`src/rtl/fbindct_coef_serializer.sv`:
```
// Quantizes an 8-coefficient binDCT vector (rounding shift + saturation) and
// streams it out one coefficient per cycle with index/last markers.
module fbindct_coef_serializer #(
    parameter int unsigned IN_WIDTH  = 20,
    parameter int unsigned OUT_WIDTH = 12,
    parameter logic [31:0] QSHIFT    = {8{4'd2}}
) (
    input  logic                          clk,
    input  logic                          rst,
    input  logic [7:0][IN_WIDTH-1:0]      y_in,
    input  logic                          valid_in,
    output logic                          ready_out,
    output logic [OUT_WIDTH-1:0]          coef_out,
    output logic [2:0]                    coef_idx,
    output logic                          coef_valid,
    output logic                          coef_last,
    input  logic                          coef_ready,
    output logic                          sat_flag
);

    typedef enum logic {
        IDLE  = 1'b0,
        DRAIN = 1'b1
    } state_t;

    localparam logic signed [IN_WIDTH:0] QMAX = (IN_WIDTH+1)'((1 << (OUT_WIDTH-1)) - 1);
    localparam logic signed [IN_WIDTH:0] QMIN = ~QMAX;

    state_t                       state_q, state_d;
    logic [7:0][OUT_WIDTH-1:0]    q_buf;
    logic [7:0][OUT_WIDTH-1:0]    q_new;
    logic [7:0]                   sat_new;
    logic [2:0]                   idx_q;
    logic [2:0]                   idx_nxt;
    logic [OUT_WIDTH-1:0]         coef_q;
    logic                         sat_q;
    logic                         capture;
    logic                         advance;

    // Result is {sat, value}; the add is one bit wider than the input so the
    // rounding constant can never overflow before the arithmetic shift.
    function automatic logic [OUT_WIDTH:0] quantize(input logic [IN_WIDTH-1:0] y,
                                                    input logic [3:0] s);
        logic signed [IN_WIDTH:0] rnd;
        logic signed [IN_WIDTH:0] t;
        logic signed [IN_WIDTH:0] r;
        rnd = (s != 4'd0) ? ((IN_WIDTH+1)'(1) << (s - 4'd1)) : '0;
        t   = $signed({y[IN_WIDTH-1], y}) + rnd;
        r   = t >>> s;
        if (r > QMAX)
            quantize = {1'b1, QMAX[OUT_WIDTH-1:0]};
        else if (r < QMIN)
            quantize = {1'b1, QMIN[OUT_WIDTH-1:0]};
        else
            quantize = {1'b0, r[OUT_WIDTH-1:0]};
    endfunction

    always_comb begin
        q_new   = '0;
        sat_new = '0;
        for (int unsigned k = 0; k < 8; k++) begin
            {sat_new[k], q_new[k]} = quantize(y_in[k], QSHIFT[4*k +: 4]);
        end
    end

    assign capture = (state_q == IDLE) && valid_in;
    assign advance = (state_q == DRAIN) && coef_ready;
    assign idx_nxt = idx_q + 3'd1;

    always_comb begin
        state_d = state_q;
        case (state_q)
            IDLE:    if (valid_in) state_d = DRAIN;
            DRAIN:   if (coef_ready && (idx_q == 3'd7)) state_d = IDLE;
            default: state_d = IDLE;
        endcase
    end

    always_ff @(posedge clk) begin
        if (rst) state_q <= IDLE;
        else     state_q <= state_d;
    end

    always_ff @(posedge clk) begin
        if (rst) begin
            q_buf  <= '0;
            idx_q  <= '0;
            coef_q <= '0;
            sat_q  <= 1'b0;
        end else if (capture) begin
            q_buf  <= q_new;
            idx_q  <= '0;
            coef_q <= q_new[0];
            sat_q  <= |sat_new;
        end else if (advance) begin
            idx_q  <= idx_nxt;
            coef_q <= q_buf[idx_nxt];
        end
    end

    assign ready_out  = (state_q == IDLE);
    assign coef_valid = (state_q == DRAIN);
    assign coef_idx   = idx_q;
    assign coef_last  = (state_q == DRAIN) && (idx_q == 3'd7);
    assign coef_out   = coef_q;
    assign sat_flag   = sat_q;

endmodule
```
`config.mk`:
```
export PLATFORM = sky130hd
export DESIGN_NAME = fbindct_coef_serializer
export DESIGN_NICKNAME = d
export VERILOG_FILES = /design/src/rtl/fbindct_coef_serializer.sv
export SDC_FILE = /design/constraint.sdc
export NUM_CORES = 1
export LEC_CHECK = 0
export CAP_MARGIN = 20
export CORE_MARGIN = 2
export CORE_UTILIZATION = 30
export CTS_CLUSTER_SIZE = 40
export DETAILED_ROUTE_END_ITERATION = 12
export GPL_TIMING_DRIVEN = 0
export PLACE_DENSITY = 0.54
export SLEW_MARGIN = 20
export SYNTH_ARGS = -nofsm -noshare
export SYNTH_HDL_FRONTEND = slang
export SYNTH_SLANG_ARGS = --single-unit
export TNS_END_PERCENT = 20
```
`constraint.sdc`:
```
create_clock -name clk -period 3.4 [get_ports clk]
set_input_delay 0.51 -clock clk [delete_from_list [all_inputs] [get_ports clk]]
set_output_delay 0.51 -clock clk [all_outputs]
set_load 0.05 [all_outputs]
```
# After elaboration in Yosys (flattened, before gate mapping)

Cells that the tools add are included.
W data, S select, Z words.

Output and inout port bits: 19
Word-level logic and storage cells: 70
Register bits after elaboration: 113

Add/subtract/negate cells: 9
Reduce and logical (&&, ||, !) cells: 7
Eq/ne operators: 1
Mux-type cells: 23
Magnitude comparators: 17
Bitwise operators: 1

Operator list:

| kind                    | count |
|---|---|
| $mux W13                | 16 |
| $add A20 B3 Y21 const B | 8 |
| $gt A19 B12 Y1 const B  | 8 |
| $lt A19 B12 Y1 const B  | 8 |
| $bmux W12 S3            | 1 |
| $mux W12                | 3 |
| $reduce_or A8 Y1        | 1 |
| $logic_and A1 B1 Y1     | 4 |
| $lt A3 B4 Y1 const B    | 1 |
| $add A3 B1 Y3 const B   | 1 |
| $eq A3 B3 Y1 const B    | 1 |
| $mux W1                 | 2 |
| $pmux W1 S2             | 1 |
| $reduce_bool A2 Y1      | 1 |
| $reduce_or A2 Y1        | 1 |
| $not A1 Y1              | 1 |

# Logic depth before layout (Yosys ltp)

Depth after elaboration: 5
Depth in mapped cells: 11
Gate-level depth less buffers: 9

# Least setup slack after synthesis

Ideal clock, no wire load.

Kind: register to register
From: register idx_q[0] (netlist: coef_idx[0])
To: register coef_q[5] (netlist: coef_out[5])
Clock period less this slack: 2.700 ns
Data required time: 3.268 ns
Cell stages (with the launch flop): 8
Setup time: 0.132 ns
Path slack: 0.700 ns
Arrival: 2.568 ns
Cell sequence: dfxtp_1 > clkbuf_1 > buf_1 > mux4_2 > mux2i_1 > nor2_1 > a211oi_1 > nor3_1

Word-level cells in the longest chain between the ends: 5

RTL lines:

| item                           | RTL line | RTL |
|---|---|---|
| from (decl)                    | 33       | `logic [2:0] idx_q;` |
| from (signal assigned)         | 96       | `idx_q <= idx_nxt;` |
| $add A3 B1 Y3                  | 68       | `assign idx_nxt = idx_q + 3'd1;` |
| $bmux W12 S3                   | 97       | `coef_q <= q_buf[idx_nxt];` |
| $mux W12 (not written as such) | 97       |  |
| $mux W12                       | 95       | `end else if (advance) begin` |
| $mux W12                       | 90       | `end else if (capture) begin` |
| to (signal assigned)           | 93       | `coef_q <= q_new[0];` |
| to (signal assigned)           | 97       |  |
| to (decl)                      | 35       | `logic [OUT_WIDTH-1:0] coef_q;` |

No other way between the ends. The select of a mux whose other input is x is not followed.
A chain may end at the register's enable or synchronous reset.

# Worst setup path in the final report

From: input port y_in[81] (netlist bit)
To: register q_buf[56] (netlist bit)

Word-level cells in the longest chain between the ends: 4
Elaborated cells on any way between the ends: 5
Those cells by class: add/sub (1); order compare (2); mux (2)

RTL lines:

| item                 | RTL line | RTL |
|---|---|---|
| from (decl)          | 10       | `input logic [7:0][IN_WIDTH-1:0] y_in,` |
| $add A20 B3 Y21 (*)  | 48       | `t = $signed({y[IN_WIDTH-1], y}) + rnd;` |
| $lt A19 B12 Y1       | 52       | `else if (r < QMIN)` |
| $mux W13             | 52       |  |
| $mux W13 (*)         | 50       | `if (r > QMAX)` |
| to (signal assigned) | 91       | `q_buf <= q_new;` |
| to (decl)            | 30       | `logic [7:0][OUT_WIDTH-1:0] q_buf;` |

Mark *: on every way between the ends. The rest lies on a longest branch, timed or not.

==> flow_metrics.env <==
export IMPL_grt_use_total_pct=19.8
export IMPL_crit_path_top_delay_cell="clkdlybuf4s50_1"
export IMPL_p_int_mw=3.19
export IMPL_vias=8774
export IMPL_pwr_share_comb_pct=22.4
export IMPL_hpwl_um=23500
export IMPL_grt_pass1_vias=8103
export IMPL_p_seq_share_pct=34.3
export IMPL_r2r_cells=7
export IMPL_slew_headroom_pct=42.7
export IMPL_synthesis_area_sq_um=8420
export IMPL_worst_pin_slew_ns=0.860
export IMPL_core_area_sq_um=27700
export IMPL_hold_path_class="flop to flop"
export IMPL_synth_edf_count=0
export IMPL_synth_distinct_cells=70
export IMPL_drc=0
export IMPL_setup_violations=0
export IMPL_dieArea_sq_um=29400
export IMPL_hold_worst_slack_ns=0.468
export IMPL_power_density_nw_per_um2=394
export IMPL_ys_seq_elements=113
export IMPL_cp_end_kind="flop"
export IMPL_ff2ff_setup_slack_ns=0.60
export IMPL_grt_ovfl_total=0
export IMPL_path_delay_family="buffers and inverters"
export IMPL_cts_made_buffers=17
export IMPL_ir_drop_v=0.000349
export IMPL_place_congestion=0.929
export IMPL_p_switching_mw=1.24
export IMPL_grt_max_degree=17
export IMPL_fin_worst_skew_ns=0.00896
export IMPL_die_w_um=172
export IMPL_maxSlewViolCount=0
export IMPL_mostFrequentLayoutCells="clkdlybuf4s50_1, nor2_1, dfxtp_1, nand2_1, nor3_1"
export IMPL_clockBufferDepth=2
export IMPL_switching_share_pct=27.9
export IMPL_ys_flop_type="dfxtp_1"
export IMPL_port_buffers=170
export IMPL_avgSynthCellArea_sq_um=7.82
export IMPL_min_to="q_buf[60]"
export IMPL_nFillCells=2880
export IMPL_hold_viol=0
export IMPL_async_flop_share_pct=0
export IMPL_status="finished clean"
export IMPL_critical_path_cell_chain="clkdlybuf4s50_1 > ha_1 > inv_1 > nor4_2 > mux2_2 > o21ai_0 > a41o_1 > and2_1 > clkbuf_1 > o21a_1 > nor3_1"
export IMPL_period_needed_ns=3.19
export IMPL_initial_utilization_pct=30.4
export IMPL_nNetsFinal=1440
export IMPL_finalCritPeriodShare_pct=93.8
export IMPL_power_total_mw=4.43
export IMPL_drt_iter0_drc=639
export IMPL_cp_slowest_stage_delay_ns=0.55
export IMPL_cts_setup_buffers=0
export IMPL_cts_sinks=113
export IMPL_cts_clk_slew_worst_paths_ns=0.05
export IMPL_finalSetupTns_ns=0
export IMPL_antenna_found_initial=1
export IMPL_grt_first_pass_wirelength_um=45400
export IMPL_cp_required_ns=3.68
export IMPL_viasPerCell=5.30
export IMPL_ys_warn_count=0
export IMPL_placed_area_sq_um=10600
export IMPL_wirelength_um=29200
export IMPL_root_buffer="clkbuf_16"
export IMPL_worst_setup_path_type="primary input to flop"
export IMPL_hp_start="q_buf[60]"
export IMPL_worstPathMaxFanout=10
export IMPL_final_area_sq_um=11200
export IMPL_area_growth_syn_to_layout_pct=33.6
export IMPL_rsz0062_at_grt="yes"
export IMPL_drive_gt1_share_pct=7.60
export IMPL_fmax_ghz=0.313
export IMPL_syn_nets=1251
export IMPL_postSynthCellCount=1077
export IMPL_cts_tree="built"
export IMPL_p_clk_share_pct=43.2
export IMPL_firstDrtPassIters=6
export IMPL_ys_seq_area_share_pct=26.9
export IMPL_holdBufCountCts=0
export IMPL_clock_latency_ns=0.42
export IMPL_hold_path_cell_count=2
export IMPL_cp_start_kind="primary input"
export IMPL_worstReg2RegEnd="coef_out[5]"
export IMPL_drv_cap=0
export IMPL_leakage_nw=3.93
export IMPL_pin_count=183
export IMPL_htreeDepth=4
export IMPL_layout_commonest_cell="clkdlybuf4s50_1"
export IMPL_regToRegStartpoint="coef_idx[0]"
export IMPL_wl_per_cell_um=17.6
export IMPL_n_antenna_cell=0
export IMPL_die_h_um=172
export IMPL_fp_row_count=61
export IMPL_arrival_ns=3.47
export IMPL_postRouteAntennaNets=0
export IMPL_cp_num_buf_inv=3
## routing by layer
layer | vias up | track usage (%) | wire length [um]
met5 | - | 0 | 0
met4 | 0 | 5.90 | 690
met3 | 33 | 3.73 | 2040
met2 | 303 | 29.8 | 12500
met1 | 4068 | 28.6 | 13900
li1 | 4370 | - | -
## how the worst max path moves through the flow
stage / from / endpoint / slack, ns / cells past startpoint
2_1_floorplan: coef_idx[0] / coef_out[5] / 0.70 / 7
3_3_place_gp: y_in[21] / q_buf[13] / -0.40 / 11
3_5_place_dp: y_in[43] / q_buf[24] / -0.42 / 10
4_1_cts: y_in[22] / q_buf[13] / 0.06 / 11
5_1_grt: y_in[81] / q_buf[56] / -0.002 / 11
6_report: y_in[81] / q_buf[56] / 0.21 / 11
## sequential cells by signal, indices dropped and copies added, names as in the netlist
name	cells
coef_idx	3
coef_out	12
coef_valid	1
q_buf	96
sat_flag	1
## per-stage QoR
step,instances,util (%),setup WS (ns)
2_1_floorplan,1077,-,0.700
3_3_place_gp,1625,38.2,-0.397
6_report,1654,40.6,0.210
3_5_place_dp,1625,38.2,-0.421
4_1_cts,1654,40.5,0.0554
5_1_grt,1654,40.6,-0.00206
## cell families after synthesis
logic type	share of synthesized area (%)
AOI/OAI and AO/OA	18.3
DFF	26.9
adders and majority gates	1.49
xor gates and xnor gates	9.47
buffers and inverters	3.85
muxes	9.06
and+or+nand+nor	31.0
## power groups by stage
stage               clock, mW  combinational (mW)  sequential [mW]
finish                   1.91               0.994             1.52
global route             1.99                1.08             1.53
CTS                      1.93               0.989             1.52
detailed placement          0               0.982             1.54
global placement            0               0.977             1.54
floorplan                   0               0.498             1.55
## synthesized netlist by cell type, drive strengths merged, types with 4 or more instances
cell	instances	area, sq um
a211oi	26	205
nand4	37	259
o41ai	4	50.1
or2	6	37.5
and4	10	87.6
o21a	25	188
o22ai	18	113
nand2	92	345
xnor2	48	420
a311oi	8	70.1
mux4	24	541
o211ai	14	105
clkbuf	51	191
o31ai	6	45.0
nor3	82	415
inv	22	82.6
nor4	18	134
o41a	4	45.0
and2	13	81.3
mux2i	11	110
or3	7	43.8
dfxtp	113	2260
o211a	11	110
a31o	4	35.0
buf	10	50.0
ha	10	125
nor2	159	604
o31a	4	43.8
mux2	10	113
and3	23	144
nand2b	10	62.6
o21ai	30	150
a21oi	37	189
nand3	47	235
a31oi	5	31.3
xor2	43	377
## tightest hold or removal path: stages, from the launching register on
cell and delay [ns]:
dfxtp_1 0.32, nand2_1 0.06, a21oi_1 0.05
## area by class of cell
class | instances | area (sq um) | area share (%)
clock buffers | 24 | 502 | 4.46
inverters | 22 | 82.6 | 0.734
repair buffers | 170 | 1700 | 15.1
plain buffers | 61 | 241 | 2.15
multi-input cells | 881 | 5860 | 52.1
well taps | 378 | 473 | 4.20
clock inverters | 5 | 125 | 1.11
flip-flops and latches | 113 | 2260 | 20.1
## repair_timing
action                     CTS  global route
resized for setup            1             3
hold endpoints to repair     0             0
pin swaps                    0             1
setup endpoints to repair    1            17
Power figures use the tool's default switching activity.
